===== src/rtl/spi_slave.sv =====
// SPI slave endpoint: oversamples sclk/ss_n/mosi in the sys_clock domain, receives LSB-first frames
// onto slave_out and shifts a preloaded word out on miso. All four SPI modes are supported.
module spi_slave #(
  parameter int unsigned DATA_WIDTH  = 18,
  parameter int unsigned SYNC_STAGES = 2
) (
  input  logic                  sys_clock,
  input  logic                  reset_n,
  input  logic [1:0]            spi_mode,
  input  logic                  tx_load,
  input  logic [DATA_WIDTH-1:0] tx_data,
  input  logic                  sclk,
  input  logic                  ss_n,
  input  logic                  mosi,
  output logic                  miso,
  output logic [DATA_WIDTH-1:0] slave_out,
  output logic                  srx_data_valid,
  output logic                  tx_busy,
  output logic                  frame_error
);

  localparam int unsigned CW = $clog2(DATA_WIDTH + 1);

  typedef enum logic [1:0] {IDLE, ACTIVE, DONE} state_t;

  state_t                state;
  logic [SYNC_STAGES-1:0] sclk_sync, ss_sync, mosi_sync;
  logic                  sclk_d, ss_d;
  logic                  armed;
  logic [1:0]            mode_q;
  logic [DATA_WIDTH-1:0] rx_sr, tx_sr, tx_buf;
  logic [CW-1:0]         rx_cnt, tx_cnt;

  logic sclk_s, ss_s, mosi_s;
  logic sclk_rise, sclk_fall, ss_rise, ss_fall;
  logic lead_edge, trail_edge, sample_edge, shift_edge;
  logic [DATA_WIDTH-1:0] load_word;

  assign sclk_s = sclk_sync[SYNC_STAGES-1];
  assign ss_s   = ss_sync[SYNC_STAGES-1];
  assign mosi_s = mosi_sync[SYNC_STAGES-1];

  assign sclk_rise = sclk_s & ~sclk_d;
  assign sclk_fall = ~sclk_s & sclk_d;
  assign ss_rise   = ss_s & ~ss_d;
  assign ss_fall   = ~ss_s & ss_d;

  // Lead/trail follow CPOL; CPHA picks which of them samples and which shifts
  assign lead_edge   = mode_q[1] ? sclk_fall : sclk_rise;
  assign trail_edge  = mode_q[1] ? sclk_rise : sclk_fall;
  assign sample_edge = mode_q[0] ? trail_edge : lead_edge;
  assign shift_edge  = mode_q[0] ? lead_edge : trail_edge;

  // A load coinciding with the frame start goes straight into this frame
  assign load_word = tx_load ? tx_data : tx_buf;

  // Input synchronisers; ss_n chain resets low so a frame in flight at reset never arms the slave
  always_ff @(posedge sys_clock or negedge reset_n) begin
    if (!reset_n) begin
      sclk_sync <= '0;
      ss_sync   <= '0;
      mosi_sync <= '0;
      sclk_d    <= 1'b0;
      ss_d      <= 1'b0;
    end else begin
      sclk_sync <= {sclk_sync[SYNC_STAGES-2:0], sclk};
      ss_sync   <= {ss_sync[SYNC_STAGES-2:0], ss_n};
      mosi_sync <= {mosi_sync[SYNC_STAGES-2:0], mosi};
      sclk_d    <= sclk_s;
      ss_d      <= ss_s;
    end
  end

  always_ff @(posedge sys_clock or negedge reset_n) begin
    if (!reset_n) begin
      state          <= IDLE;
      armed          <= 1'b0;
      mode_q         <= 2'b00;
      rx_sr          <= '0;
      tx_sr          <= '1;
      tx_buf         <= '1;
      rx_cnt         <= '0;
      tx_cnt         <= '0;
      miso           <= 1'b1;
      slave_out      <= '0;
      srx_data_valid <= 1'b0;
      tx_busy        <= 1'b0;
      frame_error    <= 1'b0;
    end else begin
      srx_data_valid <= 1'b0;
      frame_error    <= 1'b0;
      case (state)
        IDLE: begin
          miso    <= 1'b1;
          tx_busy <= 1'b0;
          if (ss_s) armed <= 1'b1;
          if (tx_load) tx_buf <= tx_data;
          if (ss_fall && armed) begin
            state   <= ACTIVE;
            mode_q  <= spi_mode;
            rx_cnt  <= '0;
            tx_cnt  <= '0;
            tx_busy <= 1'b1;
            tx_buf  <= '1;
            if (spi_mode[0]) begin
              tx_sr <= load_word;
            end else begin
              miso  <= load_word[0];
              tx_sr <= {1'b1, load_word[DATA_WIDTH-1:1]};
            end
          end
        end
        ACTIVE: begin
          if (ss_rise) begin
            frame_error <= 1'b1;
            miso        <= 1'b1;
            state       <= IDLE;
          end else begin
            if (shift_edge && tx_cnt != CW'(DATA_WIDTH)) begin
              miso   <= tx_sr[0];
              tx_sr  <= {1'b1, tx_sr[DATA_WIDTH-1:1]};
              tx_cnt <= tx_cnt + CW'(1);
            end
            if (sample_edge) begin
              rx_sr  <= {mosi_s, rx_sr[DATA_WIDTH-1:1]};
              rx_cnt <= rx_cnt + CW'(1);
              if (rx_cnt == CW'(DATA_WIDTH - 1)) begin
                slave_out      <= {mosi_s, rx_sr[DATA_WIDTH-1:1]};
                srx_data_valid <= 1'b1;
                miso           <= 1'b1;
                state          <= DONE;
              end
            end
          end
        end
        DONE: begin
          miso <= 1'b1;
          if (ss_rise) state <= IDLE;
        end
        default: state <= IDLE;
      endcase
    end
  end

endmodule


===== config.mk =====
export PLATFORM = sky130hd
export DESIGN_NAME = spi_slave
export DESIGN_NICKNAME = d
export VERILOG_FILES = /design/src/rtl/spi_slave.sv
export SDC_FILE = /design/constraint.sdc
export NUM_CORES = 1
export LEC_CHECK = 0
export CAP_MARGIN = 20
export CELL_PAD_IN_SITES_DETAIL_PLACEMENT = 1
export CELL_PAD_IN_SITES_GLOBAL_PLACEMENT = 2
export CORE_MARGIN = 1
export CORE_UTILIZATION = 23
export CTS_CLUSTER_DIAMETER = 120
export DETAILED_ROUTE_END_ITERATION = 12
export PLACE_DENSITY_LB_ADDON = 0.25
export SYNTH_ARGS = -nofsm -noshare
export SYNTH_HDL_FRONTEND = slang
export SYNTH_SLANG_ARGS = --single-unit

===== constraint.sdc =====
create_clock -name sys_clock -period 4.75 [get_ports sys_clock]
set_input_delay 0.95 -clock sys_clock [delete_from_list [all_inputs] [get_ports sys_clock]]
set_output_delay 0.95 -clock sys_clock [all_outputs]
set_load 0.01 [all_outputs]

Word-level counts from Yosys, hierarchy flattened
Cells that the tools add are included.
{ "word_totals": {"latch_bits": 0, "output_inout_bits": 22, "wordCells": 90, "romBits": 0, "mem_count": 0, "ramBits": 0, "in_bits": 26, "reg_bits": 99} }
{ "classes": {"mul": 0, "eq_ne": 11, "reduce_logical": 12, "n_addsub": 2, "order_cmp": 0, "mux": 38, "div": 0, "shift": 0, "bitwise": 9} }
{ "ops": {"columns": ["operator", "n"], "rows": [
  ["18-bit 2-to-1 mux", 6],
  ["18-bit one-hot mux with 2 select lines", 1],
  ["5-bit 2-to-1 mux", 5],
  ["5-bit one-hot mux with 2 select lines", 2],
  ["1-bit 2-to-1 mux", 17],
  ["4-bit AND reduction", 4],
  ["5-bit by 1-bit adder with 5-bit output (second input constant)", 2],
  ["2-bit 2-to-1 mux", 5],
  ["2-bit inequality test (second input constant)", 5],
  ["3-bit inequality test (second input constant)", 2],
  ["2-bit one-hot mux with 3 select lines", 1],
  ["5-bit equality test (second input constant)", 1],
  ["5-bit inequality test (second input constant)", 1],
  ["1-bit inverter", 5],
  ["1-bit bitwise AND", 4],
  ["2-bit AND reduction", 2],
  ["1-bit one-hot mux with 3 select lines", 1],
  ["3-bit AND reduction", 1],
  ["3-bit nonzero test", 1],
  ["2-bit by 1-bit equality test with 1-bit output (second input constant)", 1],
  ["2-bit equality test (second input constant)", 1],
  ["1-bit logical AND", 2],
  ["2-bit logical NOT", 1],
  ["2-bit nonzero test", 1]
]} }

Longest topological paths before layout
{ "depth": {"word_depth": 10, "depth_mapped": 8, "ltp_nobuf": 7} }

Least setup slack after synthesis
OpenSTA, ideal clock, no wires.
{ "synth_timing": {"path_kind": "input to register", "startpoint": "in tx_load", "endpoint": "reg tx_buf[10]", "t_required_ns": 4.689, "setup_time_ns": 0.061, "path_buffers": 2, "stages": 5, "arrival_time_ns": 2.032, "slack_ns": 2.657, "path_cell_list": "buf_2 > nor2_1 > nor2_1 > clkbuf_1 > o22a_1"} }
{ "synth_via": {"elab_chain_cells": 2} }
{ "synth_rtl": {"columns": ["item", "line_no", "source"], "rows": [
  ["start: declaration", "10", "input logic tx_load,"],
  ["18-bit 2-to-1 mux (2 in a row)", null, null],
  ["end signal: assignment", "97", "if (tx_load) tx_buf <= tx_data;"],
  ["end: declaration", "31", "logic [DATA_WIDTH-1:0] rx_sr, tx_sr, tx_buf;"]
]} }
No other way between the ends.
A chain may end at the register's enable or synchronous reset.

Worst setup path in the final report
{ "layout_timing": {"startpoint": "reg state[1]", "endpoint": "reg tx_cnt[4]"} }
{ "layout_via": {"elab_chain_cells": 3, "word_cells_on_any_way": 8, "cone_classes": "eq/ne: 4; mux: 1; reduce/logical: 3"} }
{ "layout_rtl": {"columns": ["item", "line_no", "source"], "rows": [
  ["start: declaration", "26", "state_t state;"],
  ["start signal: assignment", "76", "state <= IDLE;"],
  ["start signal: assignment", "99", "state <= ACTIVE;"],
  ["start signal: assignment", "117", "state <= IDLE;"],
  ["2-bit by 1-bit equality test with 1-bit output / 2-bit logical NOT (equally long branches)", "92", "case (state)"],
  ["2-bit inequality test (no line) / 2-bit nonzero test (equally long branches)", null, null],
  ["4-bit AND reduction (no line)", null, null],
  ["end signal: assignment", "122", "tx_cnt <= tx_cnt + CW'(1);"],
  ["end: declaration", "32", "logic [CW-1:0] rx_cnt, tx_cnt;"]
]} }
Parallel ways exist; a longest one is shown, timed or not.

==> flow_summary.json <==
{
  "status": "finished clean",
  "clkPwrFrac_pct": 26.3,
  "first_pass_iters": 4,
  "fin_crit_ps": 2960,
  "p_leak_nw": 2.34,
  "ys_ff_latch": 98,
  "syn_area_per_cell_um2": 12.5,
  "dp_slack_ps": 1560,
  "finalSetupTns_ps": 0,
  "intPower_mw": 1.94,
  "drv_slew": 0,
  "cts_tree": "yes",
  "cts_hold_buffers": 0,
  "hold_violations": 0,
  "syn_to_final_growth_pct": 22.9,
  "combPwrFrac_pct": 30.4,
  "grt_pass1_wl_mm": 19.1,
  "ant_nets": 0,
  "yosys_warnings": 0,
  "cts.sinks": 98,
  "final-setup-viol-count": 0,
  "critPathSlowestCell": "inv_1",
  "finClkSkew_ps": 12.2,
  "synth_top_cell_by_area": "dfrtp_1",
  "synth_top_area_share_pct": 32.6,
  "gp_congestion": 0.700,
  "grt_use_total_pct": 12.1,
  "synth_most_common_cell": "dfrtp_1",
  "clock-root-buffer": "clkbuf_16",
  "ys_seq_area_share_pct": 53.3,
  "die_x_um": 145,
  "grt_remaining_overflow": 0,
  "power.net_switching_mw": 1.00,
  "path_cells": "inv_1 -> ha_1 -> buf_4 -> inv_1 -> o31ai_4 -> buf_4 -> nand4_1 -> or3_1 -> a21oi_1",
  "clk_pin_slew_ps": 80,
  "cp.depth": 9,
  "synth_edf_count": 0,
  "hp-class": "flip-flop to flip-flop",
  "whs_ps": 359,
  "p_per_area_nw_per_um2": 511,
  "startpoint_type": "flip-flop",
  "core_um2": 19700,
  "critical_path.n_buffers_inverters": 4,
  "die_area_um2": 21000,
  "drc": 0,
  "end_kind": "flip-flop",
  "slew_headroom_pct": 30.4,
  "hold_path_depth": 0,
  "cp.required_ps": 5040,
  "fmax_mhz": 338,
  "vias": 3151,
  "cts_buffers": 9,
  "seqCellArea_um2": 2500,
  "postPlaceCellArea_um2": 5440,
  "synth_nets": 408,
  "yosys-top-cells-area": "dfrtp_1, dfstp_2, mux2_2, mux4_2, a41oi_1",
  "diodes": 0,
  "ir_worst_vdd_uv": 144,
  "floorplan.initialDensity_pct": 23.8,
  "postCtsSetupBuffers": 0,
  "ctsResizeCount": 0,
  "cp_top_family": "buffers and inverters",
  "synth_cells": 374,
  "reg2reg_depth": 9,
  "ys_async_sr_fraction_pct": 100,
  "seqPwrFrac_pct": 43.3,
  "switching_share_pct": 34.0,
  "worst-slew-pin-transition_ps": 1040,
  "fp.dieH_um": 145,
  "drt_iter0_drc": 131,
  "synth_ff_type": "dfrtp_1",
  "rsz0062_at_grt": "false",
  "clock_path_buffers": 2,
  "antenna_found_initial": 0,
  "wl_per_cell_um": 16.6,
  "core.rowCount": 51,
  "finalWirelength_mm": 11.4,
  "via_per_inst": 4.59,
  "met2_usage_pct": 18.8,
  "cap_violations": 0,
  "grt_pass1_vias": 3462,
  "port_buffers": 47,
  "timing.final.ws_setup_ps": 1790,
  "ys_types": 49,
  "layout-drive-gt1-share_pct": 29.2,
  "crit_fanout": 40,
  "synthTopCellsByCount": "dfrtp_1, mux2_2, nand2_1",
  "final_area_um2": 5760,
  "detailedPlacementHpwl_mm": 7.58,
  "crit_path_max_incr_delay_ps": 500,
  "placed_cells_incl_taps": 669,
  "clk-insertion-delay-late_ps": 360,
  "multi_input_area_um2": 2060,
  "syn-cell-area_um2": 4690,
  "stdcell_count": 686,
  "final_util_pct": 29.2,
  "cp.arrival_ps": 3240,
  "grt_max_degree": 51,
  "ios": 48,
  "p_total_mw": 2.94,
  "path_class": "flip-flop to flip-flop",
  "cts-htree-levels": 3,
  "nets": 450,
  "n_fill_cell": 2141,
  "grt-busiest-layer": "met2",
  "min_period_over_period_pct": 62.2,
  "met1_usage_pct": 16.0,
  "use_met3_pct": 2.40
}
## layout make-up
class	count	share of cell area [%]
inverter	9	0.586
tap	265	5.76
timing repair buffer	55	9.23
clock inverter	7	1.43
multi-input combinational	243	35.7
clock buffer	9	3.91
sequential	98	43.4
## worst paths after layout
kind,end,from,slack (ps)
setup / recovery,tx_cnt[4],state[1],1790
hold / removal,mosi_sync[1],mosi_sync[0],360
setup reg to reg,tx_cnt[4],state[1],1790
hold reg to reg,mosi_sync[1],mosi_sync[0],360
max in group asynchronous,miso,reset_n,3260
min in group asynchronous,slave_out[0],reset_n,630
## state kept, by name, summed over array words and instances (netlist names), 2 cells and up
signal and flops:
mosi_sync 2, mode_q 2, ss_sync 2, tx_buf 18, rx_sr 17, tx_cnt 5
slave_out 18, state 2, rx_cnt 5, sclk_sync 2, tx_sr 18
## routing by layer
layer | up-vias | wire length (um)
met2 | 39 | 5350
met4 | 0 | 223
met3 | 11 | 344
met5 | - | 0
met1 | 1627 | 5430
li1 | 1474 | -
## cell usage in the layout (no fill, tap or decap), types with 4 or more instances in the layout
cell	count
nor2_1	19
a21oi_1	26
nor2b_1	4
inv_1	9
o22a_1	17
xnor2_1	5
o21ai_0	10
a41oi_1	17
dfrtp_1	61
mux2i_1	4
nand2_1	39
buf_4	8
clkbuf_16	9
mux4_2	16
dfstp_2	37
mux2_2	39
clkdlybuf4s50_1	46
ha_1	8
## cell families after synthesis
logic type                 Yosys count  share of synthesized area (%)
and+or+nand+nor                     84                           8.84
muxes                               60                           18.4
adders and majority gates            8                           2.14
buffers and inverters               33                           3.28
DFF                                 98                           53.3
AOI/OAI and AO/OA                   84                           12.6
xor gates and xnor gates             7                           1.47
## power by group through the flow
stage	registers (mW)	clock network, mW	logic [mW]
2_1_floorplan	1.24	0	0.675
3_3_place_gp	1.28	0	0.889
3_5_place_dp	1.29	0	0.910
4_1_cts	1.27	0.806	0.912
5_1_grt	1.31	0.831	1.01
6_report	1.27	0.773	0.895
Note: power is estimated with default switching activity, not from simulation.
